$ cat src/rtl/muldiv_unit_if.sv
// Handshake and data bundle between the pipeline and muldiv_unit.
// The master side issues operations and HI/LO moves; the slave side is the unit.
interface muldiv_unit_if;
   logic        start;
   logic [1:0]  op;
   logic [31:0] A;
   logic [31:0] B;
   logic        flush;
   logic        mthi;
   logic        mtlo;
   logic [31:0] wdata;
   logic [31:0] hi;
   logic [31:0] lo;
   logic        busy;
   logic        done;

   modport master (
      output start, op, A, B, flush, mthi, mtlo, wdata,
      input  hi, lo, busy, done
   );

   modport slave (
      input  start, op, A, B, flush, mthi, mtlo, wdata,
      output hi, lo, busy, done
   );
endinterface

$ cat src/rtl/muldiv_unit.sv
// Iterative MIPS-style multiply/divide unit holding the architectural HI/LO registers.
// Optional macro MULDIV_FAST_MUL_EN: single-cycle mult/multu; divides stay 32-step.
module muldiv_unit (
   input  logic          clk,
   input  logic          rst_n,
   muldiv_unit_if.slave  bus
);
   typedef enum logic [1:0] {IDLE, CALC, DONE} state_t;

   state_t      state, stateNext;
   logic [4:0]  count;
   logic [1:0]  opReg;
   logic [31:0] aReg, bReg, mag, hiReg, loReg;
   logic [63:0] acc, stepAcc;
   logic        accept, busyC, doneC, lastStep, fastMul;
   logic        isDiv, signedOp, negQ, negR;
   logic [32:0] addSum, shifted;
   logic [33:0] trial;
   logic [63:0] prod;
   logic [31:0] resHi, resLo, absA, absB;

   // Operands are reduced to magnitudes on acceptance; signs are restored at the final step.
   assign absA = (~bus.op[0] && bus.A[31]) ? -bus.A : bus.A;
   assign absB = (~bus.op[0] && bus.B[31]) ? -bus.B : bus.B;

   assign isDiv    = opReg[1];
   assign signedOp = ~opReg[0];

   // acc holds {partial product} for multiply and {remainder, quotient} for divide.
   assign addSum  = {1'b0, acc[63:32]} + {1'b0, (acc[0] ? mag : 32'd0)};
   assign shifted = {acc[63:32], acc[31]};
   assign trial   = {1'b0, shifted} - {2'b00, mag};

`ifdef MULDIV_FAST_MUL_EN
   assign fastMul = ~isDiv;
   always_comb begin
      stepAcc = {32'd0, mag} * {32'd0, acc[31:0]};
      if (isDiv)
         stepAcc = trial[33] ? {shifted[31:0], acc[30:0], 1'b0}
                             : {trial[31:0], acc[30:0], 1'b1};
   end
`else
   assign fastMul = 1'b0;
   assign stepAcc = isDiv ? (trial[33] ? {shifted[31:0], acc[30:0], 1'b0}
                                       : {trial[31:0], acc[30:0], 1'b1})
                          : {addSum, acc[31:1]};
`endif

   assign lastStep = (count == 5'd31) || fastMul;

   assign negQ = signedOp && (aReg[31] ^ bReg[31]);
   assign negR = signedOp && aReg[31];
   assign prod = negQ ? -stepAcc : stepAcc;

   always_comb begin
      resHi = prod[63:32];
      resLo = prod[31:0];
      if (isDiv) begin
         if (bReg == 32'd0) begin
            resHi = aReg;
            resLo = 32'hFFFF_FFFF;
         end else begin
            resHi = negR ? -stepAcc[63:32] : stepAcc[63:32];
            resLo = negQ ? -stepAcc[31:0]  : stepAcc[31:0];
         end
      end
   end

   always_ff @(posedge clk or negedge rst_n) begin
      if (!rst_n) state <= IDLE;
      else        state <= stateNext;
   end

   // A start is honoured only outside CALC and only when not cancelled by flush.
   always_comb begin
      stateNext = state;
      accept    = 1'b0;
      busyC     = 1'b0;
      doneC     = 1'b0;
      case (state)
         IDLE: begin
            if (bus.start && !bus.flush) begin
               accept    = 1'b1;
               stateNext = CALC;
            end
         end
         CALC: begin
            busyC = 1'b1;
            if (bus.flush)     stateNext = IDLE;
            else if (lastStep) stateNext = DONE;
         end
         DONE: begin
            doneC = 1'b1;
            if (bus.start && !bus.flush) begin
               accept    = 1'b1;
               stateNext = CALC;
            end else begin
               stateNext = IDLE;
            end
         end
         default: stateNext = IDLE;
      endcase
   end

   always_ff @(posedge clk or negedge rst_n) begin
      if (!rst_n) begin
         count <= 5'd0;
         opReg <= 2'd0;
         aReg  <= 32'd0;
         bReg  <= 32'd0;
         mag   <= 32'd0;
         acc   <= 64'd0;
         hiReg <= 32'd0;
         loReg <= 32'd0;
      end else if (accept) begin
         count <= 5'd0;
         opReg <= bus.op;
         aReg  <= bus.A;
         bReg  <= bus.B;
         mag   <= bus.op[1] ? absB : absA;
         acc   <= {32'd0, (bus.op[1] ? absA : absB)};
      end else if (state == CALC) begin
         if (!bus.flush) begin
            acc   <= stepAcc;
            count <= count + 5'd1;
            if (lastStep) begin
               hiReg <= resHi;
               loReg <= resLo;
            end
         end
      end else begin
         if (bus.mthi) hiReg <= bus.wdata;
         if (bus.mtlo) loReg <= bus.wdata;
      end
   end

   assign bus.hi   = hiReg;
   assign bus.lo   = loReg;
   assign bus.busy = busyC;
   assign bus.done = doneC;
endmodule

$ cat src/flat_wrapper.sv
// flat-port wrapper written by rule: the top's interface ports become plain ports
module muldiv_unit_flat 
  (clk, rst_n, bus_start, bus_op, bus_A, bus_B, bus_flush, bus_mthi, bus_mtlo, bus_wdata, bus_hi, bus_lo, bus_busy, bus_done);
  muldiv_unit_if bus_i ();
  input  logic clk;
  input  logic rst_n;
  input wire logic [$bits(bus_i.start)-1:0] bus_start;
  input wire logic [$bits(bus_i.op)-1:0] bus_op;
  input wire logic [$bits(bus_i.A)-1:0] bus_A;
  input wire logic [$bits(bus_i.B)-1:0] bus_B;
  input wire logic [$bits(bus_i.flush)-1:0] bus_flush;
  input wire logic [$bits(bus_i.mthi)-1:0] bus_mthi;
  input wire logic [$bits(bus_i.mtlo)-1:0] bus_mtlo;
  input wire logic [$bits(bus_i.wdata)-1:0] bus_wdata;
  output wire logic [$bits(bus_i.hi)-1:0] bus_hi;
  output wire logic [$bits(bus_i.lo)-1:0] bus_lo;
  output wire logic [$bits(bus_i.busy)-1:0] bus_busy;
  output wire logic [$bits(bus_i.done)-1:0] bus_done;
  assign bus_i.start = bus_start;
  assign bus_i.op = bus_op;
  assign bus_i.A = bus_A;
  assign bus_i.B = bus_B;
  assign bus_i.flush = bus_flush;
  assign bus_i.mthi = bus_mthi;
  assign bus_i.mtlo = bus_mtlo;
  assign bus_i.wdata = bus_wdata;
  assign bus_hi = bus_i.hi;
  assign bus_lo = bus_i.lo;
  assign bus_busy = bus_i.busy;
  assign bus_done = bus_i.done;
  muldiv_unit u_core (.clk(clk), .rst_n(rst_n), .bus(bus_i));
endmodule
$ cat config.mk
export PLATFORM = sky130hd
export DESIGN_NAME = muldiv_unit_flat
export DESIGN_NICKNAME = d
export VERILOG_FILES = /design/src/rtl/muldiv_unit_if.sv /design/src/rtl/muldiv_unit.sv /design/src/flat_wrapper.sv
export SDC_FILE = /design/constraint.sdc
export NUM_CORES = 1
export LEC_CHECK = 0
export BUFFER_PORTS_ARGS = -buffer_cell sky130_fd_sc_hd__clkbuf_2
export CAP_MARGIN = 20
export CELL_PAD_IN_SITES_DETAIL_PLACEMENT = 1
export CELL_PAD_IN_SITES_GLOBAL_PLACEMENT = 1
export CORE_MARGIN = 4
export CORE_UTILIZATION = 41
export CTS_CLUSTER_DIAMETER = 200
export DETAILED_ROUTE_END_ITERATION = 10
export HOLD_SLACK_MARGIN = 0.12
export PLACE_DENSITY_LB_ADDON = 0.1
export SETUP_SLACK_MARGIN = 0.3
export SKIP_LAST_GASP = 1
export SLEW_MARGIN = 20
export SYNTH_ARGS = -nofsm -noshare
export SYNTH_HDL_FRONTEND = slang
export SYNTH_SLANG_ARGS = --single-unit
$ cat constraint.sdc
create_clock -name clk -period 5.15 [get_ports clk]
set_input_delay 0.2575 -clock clk [delete_from_list [all_inputs] [get_ports clk]]
set_output_delay 0.2575 -clock clk [all_outputs]
set_load 0.1 [all_outputs]
==> results.toml, run 1 <==
[placement]
placement.setup.worst_slack_ns = -0.0477
gp_congestion = 0.995
io_buffer_count = 169
cell_total_after_placement = 3294
detailedPlacementHpwl_um = 73800
dpl-instance-area_sq_mm = 0.0213

[worst_setup_path]
cp.arrival_ns = 5.20
kind_of_end_point_of_the_critical_path = "register"
critical_path.startpoint_type = "register"
critPathKind = "reg2reg"
critical_path.reg2reg.startpoint = "u_core.acc[31]$_DFFE_PN0P_"
cp.required_ns = 5.59
critical_path.reg2reg.endpoint = "u_core.bus.hi[21]$_DFFE_PN0P_"
max_fanout_on_critical_path = 5
worstRegToRegCells = 17
setup.reg_to_reg.worst_slack_ns = 0.39

[sta]
setup_viol = 0
grt_setup_unrepaired = "yes"
finClkSkew_ns = 0.0235
total_count_of_hold_check_failures_in_the_final_report = 0
timing.hold.ws_ns = 0.145
relSlewSlack = 0.286
period_minus_slack_ns = 4.76
slew_violations = 0
timing.final.ws_setup_ns = 0.392
post-route-period-util = 0.924
worst-slew-pin-transition_ns = 1.07
max_clock_freq_mhz = 210

[clock_tree]
cts_made_buffers = 30
cts-root-to-sink-buffers = 3
tritoncts = "done"
htree_levels = 1
clock_sinks = 233
cts.clk_slew.worst_paths_ns = 0.06
clkLatencyLatePin_ns = 0.60
cts_root_buffer = "sky130_fd_sc_hd__clkbuf_16"

[layout]
final_layout_size_suffix_gt1_frac = 0.197
seq_area_sq_mm = 0.00585
design.final.nets = 3016
number_of_standard_cells_in_the_layout_taps_in_and_fillers_out = 3471
layout.filler_cells = 5658
multi_input_gate_area_in_the_final_layout_sq_mm = 0.0133
areaGrowthSynthToFinish_pct = 26.4
final_core_utilization = 0.523
final_design_area_no_fill_sq_mm = 0.0243

[logic_synthesis]
synthesis.instances = 2533
synth_area_leaders = "sky130_fd_sc_hd__dfrtp_1 (30%), sky130_fd_sc_hd__nand2_1 (9.0%), sky130_fd_sc_hd__o21ai_0 (6.2%), sky130_fd_sc_hd__a21oi_1 (5.3%), sky130_fd_sc_hd__xnor2_1 (5.2%)"
area_fraction_in_compound_gates_after_synthesis = 0.258
async_reset_ff_frac = 1.00
synth.area.mux_share = 0.0257
synth-edff-count = 0
synth_top_area_frac = 0.303
yosys.area_share.xor_xnor = 0.0811
post_synth_and_or_nand_nor_area_fraction = 0.237
synth_seq_cells = 233
dominant_combinational_cell_family_by_area_after_synthesis = "compound AO/OA/AOI/OAI gates"
yosys_warnings = 0
synth_flop_cell = "sky130_fd_sc_hd__dfrtp_1"
synth.distinct_cells = 98
netlist_top_cells_count = "sky130_fd_sc_hd__nand2_1 (463), sky130_fd_sc_hd__o21ai_0 (238), sky130_fd_sc_hd__dfrtp_1 (233)"
cell_area_after_technology_mapping_sq_mm = 0.0192
synth-adder-area-share = 0.0476
synthMostInstantiatedCell = "sky130_fd_sc_hd__nand2_1"
netlist.top_cell.by_area = "sky130_fd_sc_hd__dfrtp_1"
synth.yosys.seq_area_share = 0.303
syn_area_per_cell_sq_um = 7.59
syn-num-nets = 2709

[die]
start_util = 0.414
pin_count = 170
design.die.area_sq_mm = 0.0504
floorplan.die.height_um = 225
core.rowCount = 79
die_x_um = 225
core-area_sq_mm = 0.0465

[drt]
vias_post_dr = 21700
routed_wl_um = 97700
drt_first_iter_violations = 1942
first_drt_pass_iteration_count = 5
antenna_left = 0
drc_errors = 0
vias_per_cell = 6.27
wire_per_inst_um = 28.2

[min_path]
path_type_of_the_worst_min_delay_path = "in2reg"
hold_start = "bus_wdata[26]"
timing.hold.worst_endpoint = "u_core.bus.lo[26]$_DFFE_PN0P_"
whs_path_depth = 3

[power]
switching_power_mw = 7.70
clock_power_share = 0.150
power.share.switching = 0.525
peakVddDrop_mv = 0.443
sequentialPowerShare = 0.194
internal-power_mw = 6.96
combinationalPowerShare = 0.656
total_leakage_power_nw = 10.7
power_per_cell_area_mw_per_mm2 = 603

[grt]
overall_global_routing_usage = 0.371
antenna_violations_before_repair = 6
grt_overflow_total = 0
grt_max_degree = 190
first_global_vias = 22000
grt_first_pass_wirelength_um = 142000

[status]
outcome = "completed"

[run]
cap_violations = 0
[layer usage]
layer  part of all wire  vias up  track usage
met1               0.40    10900        0.476
met5                  0        -            0
li1                   -     9707            -
met3              0.071      267       0.0583
met4              0.064        0        0.191
met2               0.46      909        0.606
[area by class of cell]
cell class,instances,area share
multi-input combinational,2074,0.547
clock inverter,11,0.00489
antenna,3,0.000309
inverter,68,0.0105
sequential,233,0.241
clock buffer,42,0.0361
tap,607,0.0312
timing repair buffer,433,0.129
[repair_timing]
| action | CTS | global route |
|---|---|---|
| gates cloned | 0 | 1 |
| pin swaps | 2 | 34 |
| gates resized for setup | 22 | 147 |
| endpoints found under the setup margin | 19 | 29 |
| buffers inserted | 2 | 30 |
| hold buffers | 87 | 0 |
| endpoints found under the hold margin | 181 | 0 |
[kinds of logic after synthesis]
group | count (synthesis)
mux | 49
fa+ha+maj | 72
buf+inv | 226
simple gates | 983
compound gates | 792
xor+xnor | 178
flops | 233
[per-stage QoR]
step,power (mW),TNS (ns)
after floorplan,8.12,0
after global placement,11.3,-0.0176
after detailed placement,11.4,-0.146
after CTS,13.8,0
after global routing,15.3,0
final,14.7,0
[worst max-delay path, stage by stage, from the launching register on]
cell and delay (ns):
sky130_fd_sc_hd__dfrtp_1 0.42, sky130_fd_sc_hd__inv_2 0.13, sky130_fd_sc_hd__ha_1 0.22, sky130_fd_sc_hd__nor2b_1 0.12, sky130_fd_sc_hd__o2111a_2 0.31, sky130_fd_sc_hd__o211a_1 0.26
sky130_fd_sc_hd__nor2_1 0.56, sky130_fd_sc_hd__nor3_1 0.25, sky130_fd_sc_hd__or3_1 0.57, sky130_fd_sc_hd__nor3b_4 0.30, sky130_fd_sc_hd__nor3b_4 0.34, sky130_fd_sc_hd__buf_4 0.18
sky130_fd_sc_hd__a41oi_1 0.16, sky130_fd_sc_hd__xnor2_1 0.21, sky130_fd_sc_hd__o21ai_2 0.11, sky130_fd_sc_hd__buf_4 0.16, sky130_fd_sc_hd__o221ai_1 0.19, sky130_fd_sc_hd__o21ai_0 0.10
[worst max-delay path by stage]
stage                                    start                       endpoint  slack (ns)  depth (start not counted)
floorplan           u_core.acc[43]$_DFFE_PN0P_  u_core.bus.hi[30]$_DFFE_PN0P_        0.36                         21
global placement    u_core.mag[20]$_DFFE_PN0P_  u_core.bus.hi[21]$_DFFE_PN0P_       -0.02                         18
detailed placement  u_core.mag[20]$_DFFE_PN0P_  u_core.bus.hi[18]$_DFFE_PN0P_       -0.05                         20
CTS                 u_core.mag[24]$_DFFE_PN0P_  u_core.bus.hi[18]$_DFFE_PN0P_        0.32                         22
global route        u_core.mag[22]$_DFFE_PN0P_  u_core.bus.hi[28]$_DFFE_PN0P_        0.21                         20
finish              u_core.acc[31]$_DFFE_PN0P_  u_core.bus.hi[21]$_DFFE_PN0P_        0.39                         17
[power by group through the flow]
stage / combinational (mW) / clock (mW) / sequential, mW
CTS: 8.76 / 2.21 / 2.79
global placement: 8.51 / 0 / 2.79
finish: 9.62 / 2.20 / 2.84
detailed placement: 8.59 / 0 / 2.81
global route: 10.1 / 2.28 / 2.88
floorplan: 4.74 / 0 / 3.38
[state kept, by name, indices dropped and copies added (netlist names)]
name           cells
u_core.bReg       32
u_core.bus.hi     32
u_core.aReg       32
u_core.state       2
u_core.bus.lo     32
u_core.opReg       2
u_core.mag        32
u_core.acc        64
u_core.count       5
[placed cells by master (no fill, tap or decap), drive strengths merged, types with 18 or more instances in the layout]
cell type / synthesis / final
or3: 31 / 31
inv: 68 / 69
buf: 45 / 178
nor4: 30 / 30
o211ai: 30 / 30
a21oi: 209 / 209
xnor2: 114 / 114
nand2: 463 / 463
mux2i: 46 / 46
ha: 70 / 70
nand3: 34 / 34
a21o: 22 / 22
nand4: 24 / 24
a211oi: 20 / 20
dlygate4sd3: 0 / 87
o31ai: 18 / 18
nor2: 201 / 201
and2: 45 / 45
nor2b: 21 / 21
a31oi: 44 / 44
dfrtp: 233 / 233
clkbuf: 113 / 210
o22ai: 50 / 50
o21ai: 255 / 255
nor3: 50 / 50
xor2: 64 / 64
(Power assumes the default switching activity.)
==> run 2: changes to the inputs <==
ABC_AREA = 1   (was unset)
CORE_UTILIZATION = 39   (was 41)
==> results.toml, run 2 <==
[status]
outcome = "completed"

[clock_tree]
clock_sinks = 233
cts_made_buffers = 30
cts_root_buffer = "sky130_fd_sc_hd__clkbuf_16"
tritoncts = "done"
cts.clk_slew.worst_paths_ns = 0.06
cts-root-to-sink-buffers = 3
htree_levels = 1
clkLatencyLatePin_ns = 0.61

[layout]
register_name_with_the_most_flops = "u_core.acc"
final_core_utilization = 0.461
mostFrequentLayoutCell = "sky130_fd_sc_hd__nand2_1"
seq_area_sq_mm = 0.00584
layout.filler_cells = 7590
layout_common_cells = "sky130_fd_sc_hd__nand2_1 (1156), sky130_fd_sc_hd__inv_1 (471), sky130_fd_sc_hd__nor2_1 (305), sky130_fd_sc_hd__nand3_1 (275), sky130_fd_sc_hd__dfrtp_1 (228)"
final_layout_size_suffix_gt1_frac = 0.112
multi_input_gate_area_in_the_final_layout_sq_mm = 0.0136
design.final.nets = 3965
largest_reg_flops = 64
areaGrowthSynthToFinish_pct = 16.8

[logic_synthesis]
netlist.top_cell.by_area = "sky130_fd_sc_hd__dfrtp_1"
syn-num-nets = 3756
synthMostInstantiatedCell = "sky130_fd_sc_hd__nand2_1"
synth-edff-count = 0
synth_top_area_frac = 0.267
synth_seq_cells = 233
post_synth_and_or_nand_nor_area_fraction = 0.382
synth.distinct_cells = 56
synthesis.instances = 3580
dominant_combinational_cell_family_by_area_after_synthesis = "simple AND/OR/NAND/NOR gates"
synth.area.mux_share = 0
synth-adder-area-share = 0.0419
netlist_top_cells_count = "sky130_fd_sc_hd__nand2_1 (1157), sky130_fd_sc_hd__inv_1 (472), sky130_fd_sc_hd__nor2_1 (309)"
area_fraction_in_compound_gates_after_synthesis = 0.154
async_reset_ff_frac = 1.00
yosys.area_share.xor_xnor = 0.0405
synth.yosys.seq_area_share = 0.267
cell_area_after_technology_mapping_sq_mm = 0.0218
synth_area_leaders = "sky130_fd_sc_hd__dfrtp_1 (27%), sky130_fd_sc_hd__nand2_1 (20%), sky130_fd_sc_hd__inv_1 (8.1%), sky130_fd_sc_hd__nand3_1 (6.3%), sky130_fd_sc_hd__nor2_1 (5.3%)"
synth_flop_cell = "sky130_fd_sc_hd__dfrtp_1"
yosys_warnings = 0
syn_area_per_cell_sq_um = 6.10

[placement]
gp_congestion = 1.02
io_buffer_count = 169
detailedPlacementHpwl_um = 88500

[die]
pin_count = 170
die_x_um = 245
core-area_sq_mm = 0.0553
floorplan.die.height_um = 245
start_util = 0.395
core.rowCount = 86
design.die.area_sq_mm = 0.0599

[worst_setup_path]
critical-path-top-cell-by-count = "sky130_fd_sc_hd__nand2_1"
kind_of_end_point_of_the_critical_path = "register"
setup.reg_to_reg.worst_slack_ns = 0.62
critical_path.reg2reg.endpoint = "u_core.bus.hi[20]$_DFFE_PN0P_"
critical_path.startpoint_type = "register"
critPathSlowestCell = "sky130_fd_sc_hd__dfrtp_1"
cp.required_ns = 5.68
cp.arrival_ns = 5.06
critPathKind = "reg2reg"
worstRegToRegCells = 34
critical-path-max-stage-delay_ns = 0.43
max_fanout_on_critical_path = 6
critical_path.reg2reg.startpoint = "u_core.mag[8]$_DFFE_PN0P_"

[min_path]
hold_start = "bus_wdata[25]"
path_type_of_the_worst_min_delay_path = "in2reg"
whs_path_depth = 5
timing.hold.worst_endpoint = "u_core.bus.lo[25]$_DFFE_PN0P_"

[drt]
first_drt_pass_iteration_count = 6
vias_per_cell = 5.69
drt_first_iter_violations = 2263
drc_errors = 0
antenna_left = 0
vias_post_dr = 25900
wire_per_inst_um = 24.7
routed_wl_um = 113000

[sta]
slew_violations = 0
total_count_of_hold_check_failures_in_the_final_report = 0
post-route-period-util = 0.880
max_clock_freq_mhz = 221
relSlewSlack = 0.233
finClkSkew_ns = 0.0272
setup_viol = 0
worst-slew-pin-transition_ns = 1.14
grt_setup_unrepaired = "no"
period_minus_slack_ns = 4.53
timing.hold.ws_ns = 0.180
final.setup.tns_ns = 0

[power]
peakVddDrop_mv = 0.467
total_leakage_power_nw = 13.2
power_per_cell_area_mw_per_mm2 = 724

[grt]
grt_first_pass_wirelength_um = 167000
antenna_violations_before_repair = 4
grt_max_degree = 98
overall_global_routing_usage = 0.366
grt_overflow_total = 0
first_global_vias = 26600

[run]
cap_violations = 0
[run 2: cell types whose count changed in the layout (fill, tap and decap cells not counted), sizes merged, moves of 27 or more]
cell	change
buf	-131
o22ai	-27
inv	+421
nand3	+252
nand2	+719
or2	+36
nand4	+27
xnor2	-84
mux2i	-46
or3	-31
nor2	+136
a21oi	-55
and2	-44
[run 2: worst max-delay path, delay by kind of cell (launching register included)]
kind	cells	cell delay, ns
compound gates	6	0.88
buf+inv	5	0.46
flops	1	0.43
simple gates	21	2.18
fa+ha+maj	2	0.50
[run 2: power breakdown]
part | total [mW] | switching [mW] | internal [mW]
combinational | 13.2 | 9.79 | 3.44
clock | 2.29 | 0.928 | 1.36
sequential | 2.96 | 0.542 | 2.42
total | 18.5 | 11.3 | 7.22
[run 2: layout make-up]
| class | count | share of cell area |
|---|---|---|
| multi-input cells | 2713 | 0.533 |
| diodes | 1 | 0.0000981 |
| clock inverters | 11 | 0.00647 |
| flip-flops and latches | 233 | 0.229 |
| inverters | 492 | 0.0725 |
| clock buffers | 45 | 0.0340 |
| repair buffers | 319 | 0.0882 |
| well taps | 748 | 0.0367 |
[run 2: timing repair]
action | 4_1_cts | 5_1_grt
setup endpoints to repair | 0 | 16
buffers inserted | 0 | 2
hold endpoints to repair | 214 | 0
resized for setup | 0 | 20
hold buffers | 104 | 0
[run 2: kinds of logic (layout without fill, tap and decap cells)]
| group | Yosys count | after routing |
|---|---|---|
| AND/OR/NAND/NOR | 1963 | 1963 |
| buffers and inverters | 634 | 867 |
| AO/OA/AOI/OAI | 577 | 577 |
| flip-flops | 233 | 233 |
| XOR/XNOR | 101 | 101 |
| adder cells (fa/ha/maj) | 72 | 72 |
| other | 0 | 1 |
[run 2: worst max path at each step]
stage | startpoint | cells past startpoint | endpoint | slack [ns]
after floorplan | u_core.acc[33]$_DFFE_PN0P_ | 34 | u_core.bus.hi[28]$_DFFE_PN0P_ | 1.46
after global placement | u_core.mag[25]$_DFFE_PN0P_ | 26 | u_core.bus.hi[18]$_DFFE_PN0P_ | 0.66
after detailed placement | u_core.mag[25]$_DFFE_PN0P_ | 24 | u_core.bus.hi[30]$_DFFE_PN0P_ | 0.54
after CTS | u_core.mag[25]$_DFFE_PN0P_ | 24 | u_core.bus.hi[30]$_DFFE_PN0P_ | 0.51
after global routing | u_core.mag[8]$_DFFE_PN0P_ | 34 | u_core.bus.hi[28]$_DFFE_PN0P_ | 0.30
final | u_core.mag[8]$_DFFE_PN0P_ | 34 | u_core.bus.hi[20]$_DFFE_PN0P_ | 0.62
[run 2: routing by layer]
| metal | track usage | up-vias | part of all wire |
|---|---|---|---|
| met5 | 0 | - | 0.00024 |
| li1 | - | 11900 | - |
| met4 | 0.180 | 4 | 0.060 |
| met3 | 0.0666 | 244 | 0.076 |
| met1 | 0.477 | 12800 | 0.42 |
| met2 | 0.585 | 984 | 0.45 |
[run 2: through the flow]
step	total power, mW	cells	instance area [sq um]	setup slack, ns
after floorplan	11.6	3580	21800	1.46
after global placement	15.6	4399	23300	0.659
after detailed placement	15.8	4399	23300	0.541
after CTS	18.2	4559	25400	0.509
after global routing	19.7	4561	25500	0.296
final	18.5	4562	25500	0.617
==> run 3: changes to the inputs <==
clock period = 3.8 ns   (was 5.15 ns; I/O delays follow)
==> results.toml, run 3 (synthesis gave the netlist of run 2 again) <==
[worst_setup_path]
cp.arrival_ns = 4.68
kind_of_end_point_of_the_critical_path = "register"
cp.required_ns = 4.36
critical_path.startpoint_type = "register"
max_fanout_on_critical_path = 5
critPathSlowestCell = "sky130_fd_sc_hd__dfrtp_1"
critical-path-max-stage-delay_ns = 0.41
worstRegToRegCells = 29
critPathKind = "reg2reg"

[layout]
final_design_area_no_fill_sq_mm = 0.0318
layout.filler_cells = 7278
largest_reg_flops = 64
layout_common_cells = "sky130_fd_sc_hd__nand2_1 (1028), sky130_fd_sc_hd__buf_4 (460), sky130_fd_sc_hd__inv_1 (434), sky130_fd_sc_hd__nor2_1 (248), sky130_fd_sc_hd__nand3_1 (231)"
number_of_standard_cells_in_the_layout_taps_in_and_fillers_out = 5034
mostFrequentLayoutCell = "sky130_fd_sc_hd__nand2_1"
design.final.nets = 4436
final_core_utilization = 0.575
register_name_with_the_most_flops = "u_core.acc"
areaGrowthSynthToFinish_pct = 45.6
final_layout_size_suffix_gt1_frac = 0.300

[drt]
drt_first_iter_violations = 3207
drc_errors = 0
wire_per_inst_um = 26.7
vias_per_cell = 5.89
routed_wl_um = 134000
antenna_left = 0
first_drt_pass_iteration_count = 6
vias_post_dr = 29600

[grt]
grt_max_degree = 97
antenna_violations_before_repair = 6
grt_first_pass_wirelength_um = 190000
grt_overflow_total = 0
first_global_vias = 30200
overall_global_routing_usage = 0.416

[die]
core.rowCount = 86
floorplan.die.height_um = 245
start_util = 0.395
design.die.area_sq_mm = 0.0599
die_x_um = 245
pin_count = 170
core-area_sq_mm = 0.0553

[power]
total_leakage_power_nw = 16.1
power_per_cell_area_mw_per_mm2 = 1090
peakVddDrop_mv = 0.615

[placement]
io_buffer_count = 169
gp_congestion = 1.09
cell_total_after_placement = 4730
detailedPlacementHpwl_um = 95900
dpl-instance-area_sq_mm = 0.0260

[clock_tree]
clock_sinks = 233
cts.clk_slew.worst_paths_ns = 0.07
cts-root-to-sink-buffers = 3
tritoncts = "done"
clkLatencyLatePin_ns = 0.64
htree_levels = 1
cts_made_buffers = 31
cts_root_buffer = "sky130_fd_sc_hd__clkbuf_16"

[sta]
max_clock_freq_mhz = 243
setup_viol = 25
total_count_of_hold_check_failures_in_the_final_report = 0
worst-slew-pin-transition_ns = 1.19
timing.hold.ws_ns = 0.174
grt_setup_unrepaired = "yes"
finClkSkew_ns = 0.0400
post-route-period-util = 1.08
timing.final.ws_setup_ns = -0.320
relSlewSlack = 0.197
period_minus_slack_ns = 4.12
slew_violations = 0

[min_path]
path_type_of_the_worst_min_delay_path = "in2reg"
whs_path_depth = 3

[run]
cap_violations = 0

[status]
violations = "setup timing"
outcome = "complete, but fails checks"
[run 3: cell count changes in the layout (fill, tap and decap cells not counted), sizes merged]
| cell | delta |
|---|---|
| buf | +464 |
| clkbuf | +5 |
| clkinv | +2 |
| diode | +2 |
| clkinvlp | +1 |
| dlygate4sd3 | -1 |
| inv | -1 |
[run 3: stage by stage]
stage	setup slack (ns)	power, mW	TNS [ns]
6_report	-0.320	34.7	-2.62
5_1_grt	-0.400	36.2	-6.29
4_1_cts	-0.0775	31.2	-0.232
3_5_place_dp	-0.862	25.0	-21.79
3_3_place_gp	-0.768	24.5	-21.04
2_1_floorplan	0.227	15.8	0
[run 3: repair_timing]
action / 4_1_cts / 5_1_grt
setup buffers: 78 / 52
hold buffers: 103 / 0
setup endpoints to repair: 68 / 57
gates cloned: 3 / 9
pin swaps: 80 / 139
hold endpoints to repair: 355 / 0
gates resized for setup: 303 / 290
[run 3: where the power goes]
group          total [mW]  internal, mW  switching (mW)
Combinational        27.4          9.98            17.5
Clock                3.26          1.90            1.36
Sequential           4.03          3.28           0.750
Total                34.7          15.2            19.6
[run 3: final timing paths]
kind,from,to,slack (ns)
max in group asynchronous,rst_n,u_core.acc[52]$_DFFE_PN0P_,2.16
worst min-delay path,bus_mtlo,u_core.bus.lo[10]$_DFFE_PN0P_,0.17
worst max register to register,u_core.mag[28]$_DFFE_PN0P_,u_core.bus.hi[30]$_DFFE_PN0P_,-0.32
min in group asynchronous,rst_n,u_core.acc[47]$_DFFE_PN0P_,0.62
worst max-delay path,u_core.mag[28]$_DFFE_PN0P_,u_core.bus.hi[30]$_DFFE_PN0P_,-0.32
worst min register to register,u_core.bReg[6]$_DFFE_PN0P_,u_core.bReg[6]$_DFFE_PN0P_,0.49
[run 3: critical path, delay by kind of cell (launching register included)]
family,cells,cell delay [ns]
DFF,1,0.41
buffers and inverters,4,0.44
and+or+nand+nor,18,2.05
AOI/OAI and AO/OA,5,0.78
adders and majority gates,2,0.40
[run 3: final cells by class]
cell class                      count  area (sq um)  area share
Sequential cell                   233          5850       0.184
Inverter                          492          1860      0.0584
Timing Repair Buffer              789          6300       0.198
Clock buffer                       43           891      0.0280
Clock inverter                     13           186     0.00586
Tap cell                          748           936      0.0294
Antenna cell                        3          7.51    0.000236
Multi-Input combinational cell   2713         15800       0.496
[run 3: per-layer routing]
layer / vias up / global-route usage / part of all wire
met2: 1686 / 0.659 / 0.44
li1: 12900 / - / -
met3: 492 / 0.0802 / 0.087
met1: 14600 / 0.525 / 0.38
met4: 6 / 0.255 / 0.084
met5: - / 0 / 0.00032
